### src/rtl/sm_pulse_gen.sv
// ---------------------------------------------------------------------------
// sm_pulse_gen
// Step-pulse generator for one stepper-motor driver channel, controlled
// through an Avalon-MM slave. Modes: idle, continuous run, run for NUM
// pulses, and auto (period from n_period, gated by drv_en).
//
// Ports
//   clk, rst          system clock, synchronous active-high reset
//   avs_address       Avalon word address
//   avs_write         write strobe, avs_writedata carries the data
//   avs_read          read strobe, avs_readdata valid one cycle later
//   n_period          external period used in AUTO mode
//   drv_en            external enable used in AUTO mode
//   drv_pulse         registered step output (polarity from CFG.invert)
//   drv_dir           direction output, mirrors CFG.dir
//   busy              high whenever the FSM is not IDLE
//   irq               DONE & CFG.irq_en
//
// Register map: 0 CMD, 1 CFG, 2 PERIOD, 3 HIGH, 4 NUM, 5 STATUS, 6 COUNT.
// ---------------------------------------------------------------------------
module sm_pulse_gen #(
    parameter int CNT_W      = 16,
    parameter int ADDR_W     = 3,
    parameter int DEF_PERIOD = 2000,
    parameter int DEF_HIGH   = 500
) (
    input  logic              clk,
    input  logic              rst,
    input  logic [ADDR_W-1:0] avs_address,
    input  logic              avs_write,
    input  logic [31:0]       avs_writedata,
    input  logic              avs_read,
    output logic [31:0]       avs_readdata,
    input  logic [CNT_W-1:0]  n_period,
    input  logic              drv_en,
    output logic              drv_pulse,
    output logic              drv_dir,
    output logic              busy,
    output logic              irq
);

    typedef enum logic [1:0] {
        ST_IDLE  = 2'd0,
        ST_RUN   = 2'd1,
        ST_RUN_N = 2'd2,
        ST_AUTO  = 2'd3
    } state_t;

    localparam logic [ADDR_W-1:0] A_CMD    = ADDR_W'(0);
    localparam logic [ADDR_W-1:0] A_CFG    = ADDR_W'(1);
    localparam logic [ADDR_W-1:0] A_PERIOD = ADDR_W'(2);
    localparam logic [ADDR_W-1:0] A_HIGH   = ADDR_W'(3);
    localparam logic [ADDR_W-1:0] A_NUM    = ADDR_W'(4);
    localparam logic [ADDR_W-1:0] A_STATUS = ADDR_W'(5);
    localparam logic [ADDR_W-1:0] A_COUNT  = ADDR_W'(6);

    localparam logic [CNT_W-1:0] ONE     = CNT_W'(1);
    localparam logic [CNT_W-1:0] TWO     = CNT_W'(2);
    localparam logic [CNT_W-1:0] CNT_MAX = '1;

    state_t           state;
    logic [3:0]       cfg;
    logic [CNT_W-1:0] period_reg;
    logic [CNT_W-1:0] high_reg;
    logic [CNT_W-1:0] num_reg;
    logic [CNT_W-1:0] phase;
    logic [CNT_W-1:0] p_lat;
    logic [CNT_W-1:0] h_lat;
    logic [CNT_W-1:0] count;
    logic             done;

    logic             cmd_wr;
    logic             cmd_start;
    logic             cmd_start_n;
    logic             cmd_stop;
    logic             cmd_clr;
    logic [CNT_W-1:0] p_src;
    logic [CNT_W-1:0] p_new;
    logic [CNT_W-1:0] h_new;
    logic             active;
    logic             step;
    logic             period_end;
    logic             run_n_done;
    logic [31:0]      rd_mux;
    logic             unused_wdata;

    assign unused_wdata = ^avs_writedata[31:CNT_W];

    assign busy    = (state != ST_IDLE);
    assign irq     = done & cfg[3];
    assign drv_dir = cfg[2];

    // Command strobes only exist on the cycle a CMD write is presented.
    assign cmd_wr      = avs_write && (avs_address == A_CMD);
    assign cmd_start   = cmd_wr && avs_writedata[0];
    assign cmd_start_n = cmd_wr && avs_writedata[1];
    assign cmd_stop    = cmd_wr && avs_writedata[2];
    assign cmd_clr     = cmd_wr && avs_writedata[3];

    // Clamped period/high values that get latched at each period start.
    // At phase 0 the step is always high because the clamped high time is
    // at least one cycle, so the freshly latched values never need to be
    // consulted on that same cycle.
    always_comb begin
        p_src = (state == ST_AUTO) ? n_period : period_reg;
        p_new = (p_src < TWO) ? TWO : p_src;
        if (high_reg == '0)
            h_new = ONE;
        else if (high_reg > p_new - ONE)
            h_new = p_new - ONE;
        else
            h_new = high_reg;

        active     = (state == ST_RUN) || (state == ST_RUN_N) ||
                     ((state == ST_AUTO) && drv_en);
        step       = active && ((phase == '0) || (phase < h_lat));
        period_end = active && (phase != '0) && (phase == p_lat - ONE);
        run_n_done = (state == ST_RUN_N) && period_end && (count >= num_reg);
    end

    // Read multiplexer; the registered copy gives the one-cycle latency.
    always_comb begin
        rd_mux = '0;
        case (avs_address)
            A_CFG:    rd_mux = {28'd0, cfg};
            A_PERIOD: rd_mux = 32'(period_reg);
            A_HIGH:   rd_mux = 32'(high_reg);
            A_NUM:    rd_mux = 32'(num_reg);
            A_STATUS: rd_mux = {28'd0, state, done, busy};
            A_COUNT:  rd_mux = 32'(count);
            default:  rd_mux = '0;
        endcase
    end

    // Registers, pulse datapath and the mode FSM. Later assignments in this
    // block override earlier ones, which is how FSM transitions reset the
    // phase counter and how a DONE set beats a coincident CLR_DONE.
    always_ff @(posedge clk) begin
        if (rst) begin
            state        <= ST_IDLE;
            cfg          <= '0;
            period_reg   <= CNT_W'(DEF_PERIOD);
            high_reg     <= CNT_W'(DEF_HIGH);
            num_reg      <= '0;
            phase        <= '0;
            p_lat        <= TWO;
            h_lat        <= ONE;
            count        <= '0;
            done         <= 1'b0;
            drv_pulse    <= 1'b0;
            avs_readdata <= '0;
        end else begin
            if (avs_write) begin
                case (avs_address)
                    A_CFG:    cfg        <= avs_writedata[3:0];
                    A_PERIOD: period_reg <= avs_writedata[CNT_W-1:0];
                    A_HIGH:   high_reg   <= avs_writedata[CNT_W-1:0];
                    A_NUM:    num_reg    <= avs_writedata[CNT_W-1:0];
                    default:  ;
                endcase
            end

            if (avs_read)
                avs_readdata <= rd_mux;

            drv_pulse <= step ^ cfg[1];

            // Inactive (IDLE, or AUTO with drv_en low) parks the phase at 0.
            if (active) begin
                if (phase == '0) begin
                    p_lat <= p_new;
                    h_lat <= h_new;
                    if (count != CNT_MAX)
                        count <= count + ONE;
                end
                if (period_end)
                    phase <= '0;
                else
                    phase <= phase + ONE;
            end else begin
                phase <= '0;
            end

            if (cmd_clr)
                done <= 1'b0;

            case (state)
                ST_IDLE: begin
                    if (cmd_stop) begin
                        state <= ST_IDLE;
                    end else if (cfg[0]) begin
                        state <= ST_AUTO;
                        count <= '0;
                    end else if (cmd_start_n) begin
                        if (num_reg != '0) begin
                            state <= ST_RUN_N;
                            count <= '0;
                        end else begin
                            done <= 1'b1;
                        end
                    end else if (cmd_start) begin
                        state <= ST_RUN;
                        count <= '0;
                    end
                end
                ST_RUN: begin
                    if (cmd_stop) begin
                        state <= ST_IDLE;
                        phase <= '0;
                    end
                end
                ST_RUN_N: begin
                    if (cmd_stop) begin
                        state <= ST_IDLE;
                        phase <= '0;
                    end else if (run_n_done) begin
                        state <= ST_IDLE;
                        phase <= '0;
                        done  <= 1'b1;
                    end
                end
                ST_AUTO: begin
                    if (cmd_stop || !cfg[0]) begin
                        state <= ST_IDLE;
                        phase <= '0;
                    end
                end
                default: state <= ST_IDLE;
            endcase
        end
    end

endmodule

### config.mk
export PLATFORM = sky130hd
export DESIGN_NAME = sm_pulse_gen
export DESIGN_NICKNAME = d
export VERILOG_FILES = /design/src/rtl/sm_pulse_gen.sv
export SDC_FILE = /design/constraint.sdc
export NUM_CORES = 1
export LEC_CHECK = 0
export CORE_MARGIN = 8
export CORE_UTILIZATION = 35
export DETAILED_ROUTE_END_ITERATION = 12
export DONT_BUFFER_PORTS = 1
export GPL_TIMING_DRIVEN = 0
export PLACE_DENSITY_LB_ADDON = 0.15
export SYNTH_ARGS = -nofsm -noshare
export SYNTH_HDL_FRONTEND = slang
export SYNTH_SLANG_ARGS = --single-unit
### constraint.sdc
create_clock -name clk -period 7.6 [get_ports clk]
set_input_delay 1.52 -clock clk [delete_from_list [all_inputs] [get_ports clk]]
set_output_delay 1.52 -clock clk [all_outputs]
set_load 0.03 [all_outputs]
* Word level (Yosys, flattened, before mapping)
Cells that the tools add are included.
** Operators by class
- $add $sub $neg :: 4
- Magnitude comparators :: 4
- Equal/unequal tests :: 16
- Multiplexer cells :: 39
- Bitwise gates (word level) :: 2
- Reduce and logical (&&, ||, !) cells :: 29
** Operators with widths (count)
- 16-bit two-way mux :: 19
- 16-bit one-hot mux with 6 select lines :: 1
- 16-bit one-hot mux with 3 select lines :: 1
- 16-bit by 1-bit adder with 16-bit output (second input constant) :: 2
- 16-bit zero test :: 2
- 16-bit nonzero test :: 2
- 16-bit by 1-bit subtractor with 16-bit output (second input constant) :: 2
- 2-bit two-way mux :: 9
- 16-bit == test :: 1
- 16-bit greater-or-equal comparator :: 1
- 16-bit greater-than comparator :: 1
- 16-bit < comparator :: 1
- 16-bit by 2-bit < comparator with 1-bit output (second input constant) :: 1
- 16-bit != test (second input constant) :: 1
- 1-bit logical AND :: 11
- 5-bit != test (second input constant) :: 2
- 2-bit AND reduction :: 5
- 3-bit == test (second input constant) :: 3
- 2-bit one-hot mux with 4 select lines :: 1
- 1-bit two-way mux :: 7
- 3-bit by 2-bit == test with 1-bit output (second input constant) :: 2
- 5-bit AND reduction :: 1
- 2-bit == test (second input constant) :: 2
- 1-bit logical OR :: 4
- 12 further kinds :: 12
** Word-level totals
- Register bits :: 152
- Output and inout port bits :: 36

* Logic depth before layout (Yosys ltp)
- Depth in word-level cells :: 10
- Mapped depth :: 20

* Least setup slack after synthesis
Ideal clock, no wire load.
- Kind :: input to register
- Start point :: input port n_period[11]
- End point :: register h_lat[15]
- Library setup time :: 0.075 ns
- Arrival :: 5.640 ns
- Required time :: 7.525 ns
- Slack :: 1.885 ns
- Stages on the path :: 18
- Buffers on the path :: 1
- Path through :: mux2i_1 -> o2111ai_1 -> or2_2 -> o31ai_1 -> ha_1 -> o211ai_1 -> or2_2 -> nor2_1 -> xnor2_1 -> mux2_2 -> ha_1 -> nand2_1 -> or4_1 -> o21ai_0 -> o21bai_1 -> buf_1 -> mux2_2 -> o21ai_0
** Between the ends
- Cells in the longest elaborated chain, start to end :: 7
** RTL lines
- start, declared :: RTL line 34 : input logic [CNT_W-1:0] n_period,
- 16-bit two-way mux (*) :: RTL line 105 : p_src = (state == ST_AUTO) ? n_period : period_reg;
- 16-bit by 2-bit < comparator with 1-bit output :: RTL line 106 : p_new = (p_src < TWO) ? TWO : p_src;
- 16-bit two-way mux (*) :: RTL line 106
- 16-bit by 1-bit subtractor with 16-bit output (*) :: RTL line 109, 110
- 16-bit greater-than comparator :: RTL line 109 : else if (high_reg > p_new - ONE)
- 16-bit two-way mux (*) :: RTL line 109
- 16-bit two-way mux (*) :: RTL line 107 : if (high_reg == '0)
- end signal, assigned :: RTL line 172 : h_lat <= h_new;
- end, declared :: RTL line 68 : logic [CNT_W-1:0] h_lat;
Mark *: on every way between the ends. The rest lies on a longest branch, timed or not.
A chain may end at the register's enable or synchronous reset.

* Worst setup path in the final report
- Start point :: register state[0]
- End point :: register h_lat[2]
** Between the ends
- Cells in the longest elaborated chain, start to end :: 8
- Elaborated cells on any way between the ends :: 14
- Those cells by class :: 1 x add/sub; 2 x order compare; 3 x eq/ne; 4 x mux; 4 x reduce/logical
** RTL lines
- start, declared :: RTL line 61 : state_t state;
- start signal, assigned :: RTL line 140 : state <= ST_IDLE;
- start signal, assigned :: RTL line 190 : state <= ST_IDLE;
- start signal, assigned :: RTL line 192 : state <= ST_AUTO;
- 2-bit == test :: RTL line 105, 115
- 16-bit two-way mux :: RTL line 105
- 16-bit by 2-bit < comparator with 1-bit output :: RTL line 106
- 16-bit two-way mux :: RTL line 106
- 16-bit by 1-bit subtractor with 16-bit output :: RTL line 109, 110
- 16-bit greater-than comparator :: RTL line 109
- 16-bit two-way mux :: RTL line 109
- 16-bit two-way mux :: RTL line 107
Parallel ways exist; a longest one is shown, timed or not.

==> results.md <==
* CTS Hold Buffers Added at 0
* Critical path origin: state[0]
* RSZ-0062 raised after global routing: no
* Util after Layout at between 30% and 40%
* Initial core utilization at 35.3%
* Sink Count at between 100 and 150
* IO Pins at 92
* Avg Vias per Cell at roughly 5.3
* Routed len/inst at 19.6 um
* Fillcell total at 2585
* Clk_lat worst skew at roughly 0.43 ns
* Clock tree root buffer cell: clkbuf_16
* Status: completed
* Die X at between 150 and 200 um
* DRT antenna net count at 0
* WP data arrival at a little under 7 ns
* CORE AREA at 24100 um^2
* FFs w/ async S/R, synth at 0%
* Cell depth of the worst hold path at 2
* Required time worst endpoint at ~8 ns
* First-pass GRT wire length at 43.1 mm
* Setup WS pre-CTS at roughly 0.89 ns
* Critical Path End: h_lat[2]
* Setup_tns at 0 ns
* Aggregate global routing overflow at 0
* GP Congestion at slightly above 0.9
* Max Freq at 155 MHz
* Comb power frac at roughly a quarter
* Worst Skew at around 0.015 ns
* Vias in the first global route at 7197
* H-Tree Depth at 4
* Leakage at between 3 and 4 nW
* # Max-Cap Violations at 0
* Final worst-path cycle share at a little over four fifths
* Initial antenna violation count at 2
* Mean Syn Cell Area at about 7.9 um^2
* RR Startpoint: state[0]
* Reg2reg end: h_lat[2]
* CTS tree: yes
* Switch Pwr at between 800 and 900 uW
* Post-DP Area at around 9000 um^2
* Num CTS Buffers at 17
* Post-route setup slack at 1.15 ns
* Dominant synthesized flop cell: dfxtp_1
* DRT Pass-1 Iters at 5
* Critical Path Sink Type: flop
* Num rows at between 50 and 60
* Post-CTS setup buffers at 0
* Total power at approximately 2.4 mW
* VDD IR max at 0.114 mV
* Post-route DRC at 0
* Sequential cell area fraction in the yosys report at 32.0%
* Post-cts resize count at 0
* Hold_ws at approximately 0.45 ns
* Switching fraction of total power at 35.4%
* EDFF count, synth at 0
* CP Launch Type: flop
* Reg2reg setup slack at roughly 1.2 ns
* CP max FO at 10
* Port Buf Inserts at 0
* Hold Vio Cnt, Final at 0
* Synth-to-Final Area Change at 12.6%
* Clk pwr share at about 37%
* Fin area at 9590 um^2
* Layout cells sized above 1 at 9.20%
* Post-synthesis cell area at about 8500 um^2
* Worst slew margin at between 30% and 40%
* Chip Height at 172 um
* Largest net degree at the start of global routing at 17
* R2R cell count at 20
* Hold/Removal Path Class: reg2reg
* Die area at between 20000 and 30000 um^2
* Slew Limit Fails at 0
* Placed insts at 1412
* Yosys reg bits at roughly 140
* Setup violations, final at 0
* Pwr/cell area at roughly 250 nW/um^2
* Classification of the worst setup path: reg2reg
* Detail Placement HPWL at 22.5 mm
* Worst-path clk slew at ~0.06 ns
* DR vias at 7604
* Non-filler cells, final at around 1400
* Post-layout min period at between 6 and 7 ns
* Worst-margin pin slew at roughly 0.97 ns
* Power Internal at roughly 1.5 mW
* DRT iter0 DRCs at 560
* Reg power frac at around 37%
* Layout net count at 1220
* Yosys cell types at a little over 70
* Total track usage at approximately a fifth
* Synth Instances at about 1100
* Longest Clk Path Bufs at 2
* YS warnings at 0
* Routed WL at roughly 28 mm
==> cells in the final DEF (no fill, tap or decap), types with 18 or more instances in the layout <==
cell      netlist  layout
dfxtp_1       136     136
clkbuf_1       41      41
xnor2_1        25      25
mux2_2         19      19
a211oi_1       21      21
buf_4          18      18
xor2_1         22      22
nand3_1        18      18
ha_1           57      57
nand3b_1       18      18
nor3_1         22      22
mux2i_1        32      32
inv_1          59      59
o21ai_0        58      58
o211ai_1       20      20
a21oi_1        62      62
nand2_1       166     166
nor2_1         83      83
==> how the worst min path moves through the flow <==
| stage | from | endpoint |
|---|---|---|
| final | h_lat[3] | h_lat[3] |
| after detailed placement | h_lat[3] | h_lat[3] |
| after floorplan | h_lat[12] | h_lat[12] |
| after global routing | h_lat[12] | h_lat[12] |
| after CTS | h_lat[3] | h_lat[3] |
| after global placement | h_lat[15] | h_lat[15] |
==> cells in the mapped netlist (3+ instances only) <==
cell	n	area [um^2]
a22oi_1	13	97.6
buf_4	18	135
buf_1	7	26.3
o21a_1	4	30.0
nand3b_1	18	135
a211o_1	4	35.0
a211oi_1	21	158
xnor2_1	25	219
nand3_1	18	90.1
o211ai_1	20	150
nor2_1	83	312
inv_1	59	221
mux2_2	19	214
a221o_1	3	30.0
nor3_1	22	110
a21oi_1	62	310
and2_1	3	18.8
a221oi_1	4	35.0
nand2b_1	8	50.1
o2111ai_1	3	26.3
clkbuf_1	41	154
nor4_1	16	100
a21o_1	11	82.6
nand4_1	11	68.8
ha_1	57	713
a31oi_1	4	25.0
nor2_2	11	68.8
or2_2	5	31.3
and3_1	7	43.8
xor2_1	22	193
dfxtp_1	136	2720
or3_1	8	50.1
mux2i_1	32	320
a41oi_1	3	26.3
a21boi_0	3	22.5
o21ai_0	58	290
nand2_1	166	623
o21bai_1	3	22.5
and4_1	5	43.8
nor2b_1	13	81.3
nor3b_1	9	67.6
==> critical path: stages (launching register included) <==
cell and delay (ns):
dfxtp_1 0.48, ha_1 0.21, clkbuf_1 0.40, mux2i_1 0.48, o2111ai_1 0.33, or2_2 0.39
o31ai_1 0.52, ha_1 0.31, o211ai_1 0.17, or2_2 0.39, nor2_1 0.12, xnor2_1 0.07
mux2_2 0.29, ha_1 0.30, nand2_1 0.07, or4_1 0.47, o21ai_0 0.08, o21bai_1 0.14
buf_1 0.56, mux2_2 0.42, o21ai_0 0.14
==> cell families (layout without fill, tap and decap cells) <==
logic type,count (synthesis),count (layout),share of synthesized area [%]
buffers and inverters,130,162,6.85
AO/OA/AOI/OAI,235,235,17.9
XOR/XNOR,47,47,4.83
multiplexers,51,51,6.27
flip-flops,136,136,32.0
AND/OR/NAND/NOR,416,416,23.8
adder cells (fa/ha/maj),57,57,8.37
other,1,17,0.0440
==> power groups by stage <==
stage	logic [mW]	registers (mW)	clock network, mW
after floorplan	0.486	0.862	0
after global placement	0.631	0.890	0
after detailed placement	0.632	0.893	0
after CTS	0.635	0.876	0.894
after global routing	0.702	0.887	0.927
final	0.632	0.876	0.880
==> final cells by class <==
cell class / instances / area, um^2 / area share, %
clock inverter: 13 / 158 / 1.64
buffer: 71 / 362 / 3.77
sequential: 136 / 2720 / 28.4
clock buffer: 19 / 453 / 4.72
antenna: 1 / 2.50 / 0.0261
tap: 324 / 405 / 4.23
multi-input combinational: 822 / 5270 / 54.9
inverter: 59 / 221 / 2.31
==> routing by layer <==
metal  part of all wire, %  vias up  track usage (%)
li1                      -     3810                -
met5                 0.046        -                0
met3                   6.0       34             4.91
met4                   2.5        2             6.63
met2                    48      177             32.6
met1                    43     3581             23.6
Power figures use the tool's default switching activity.
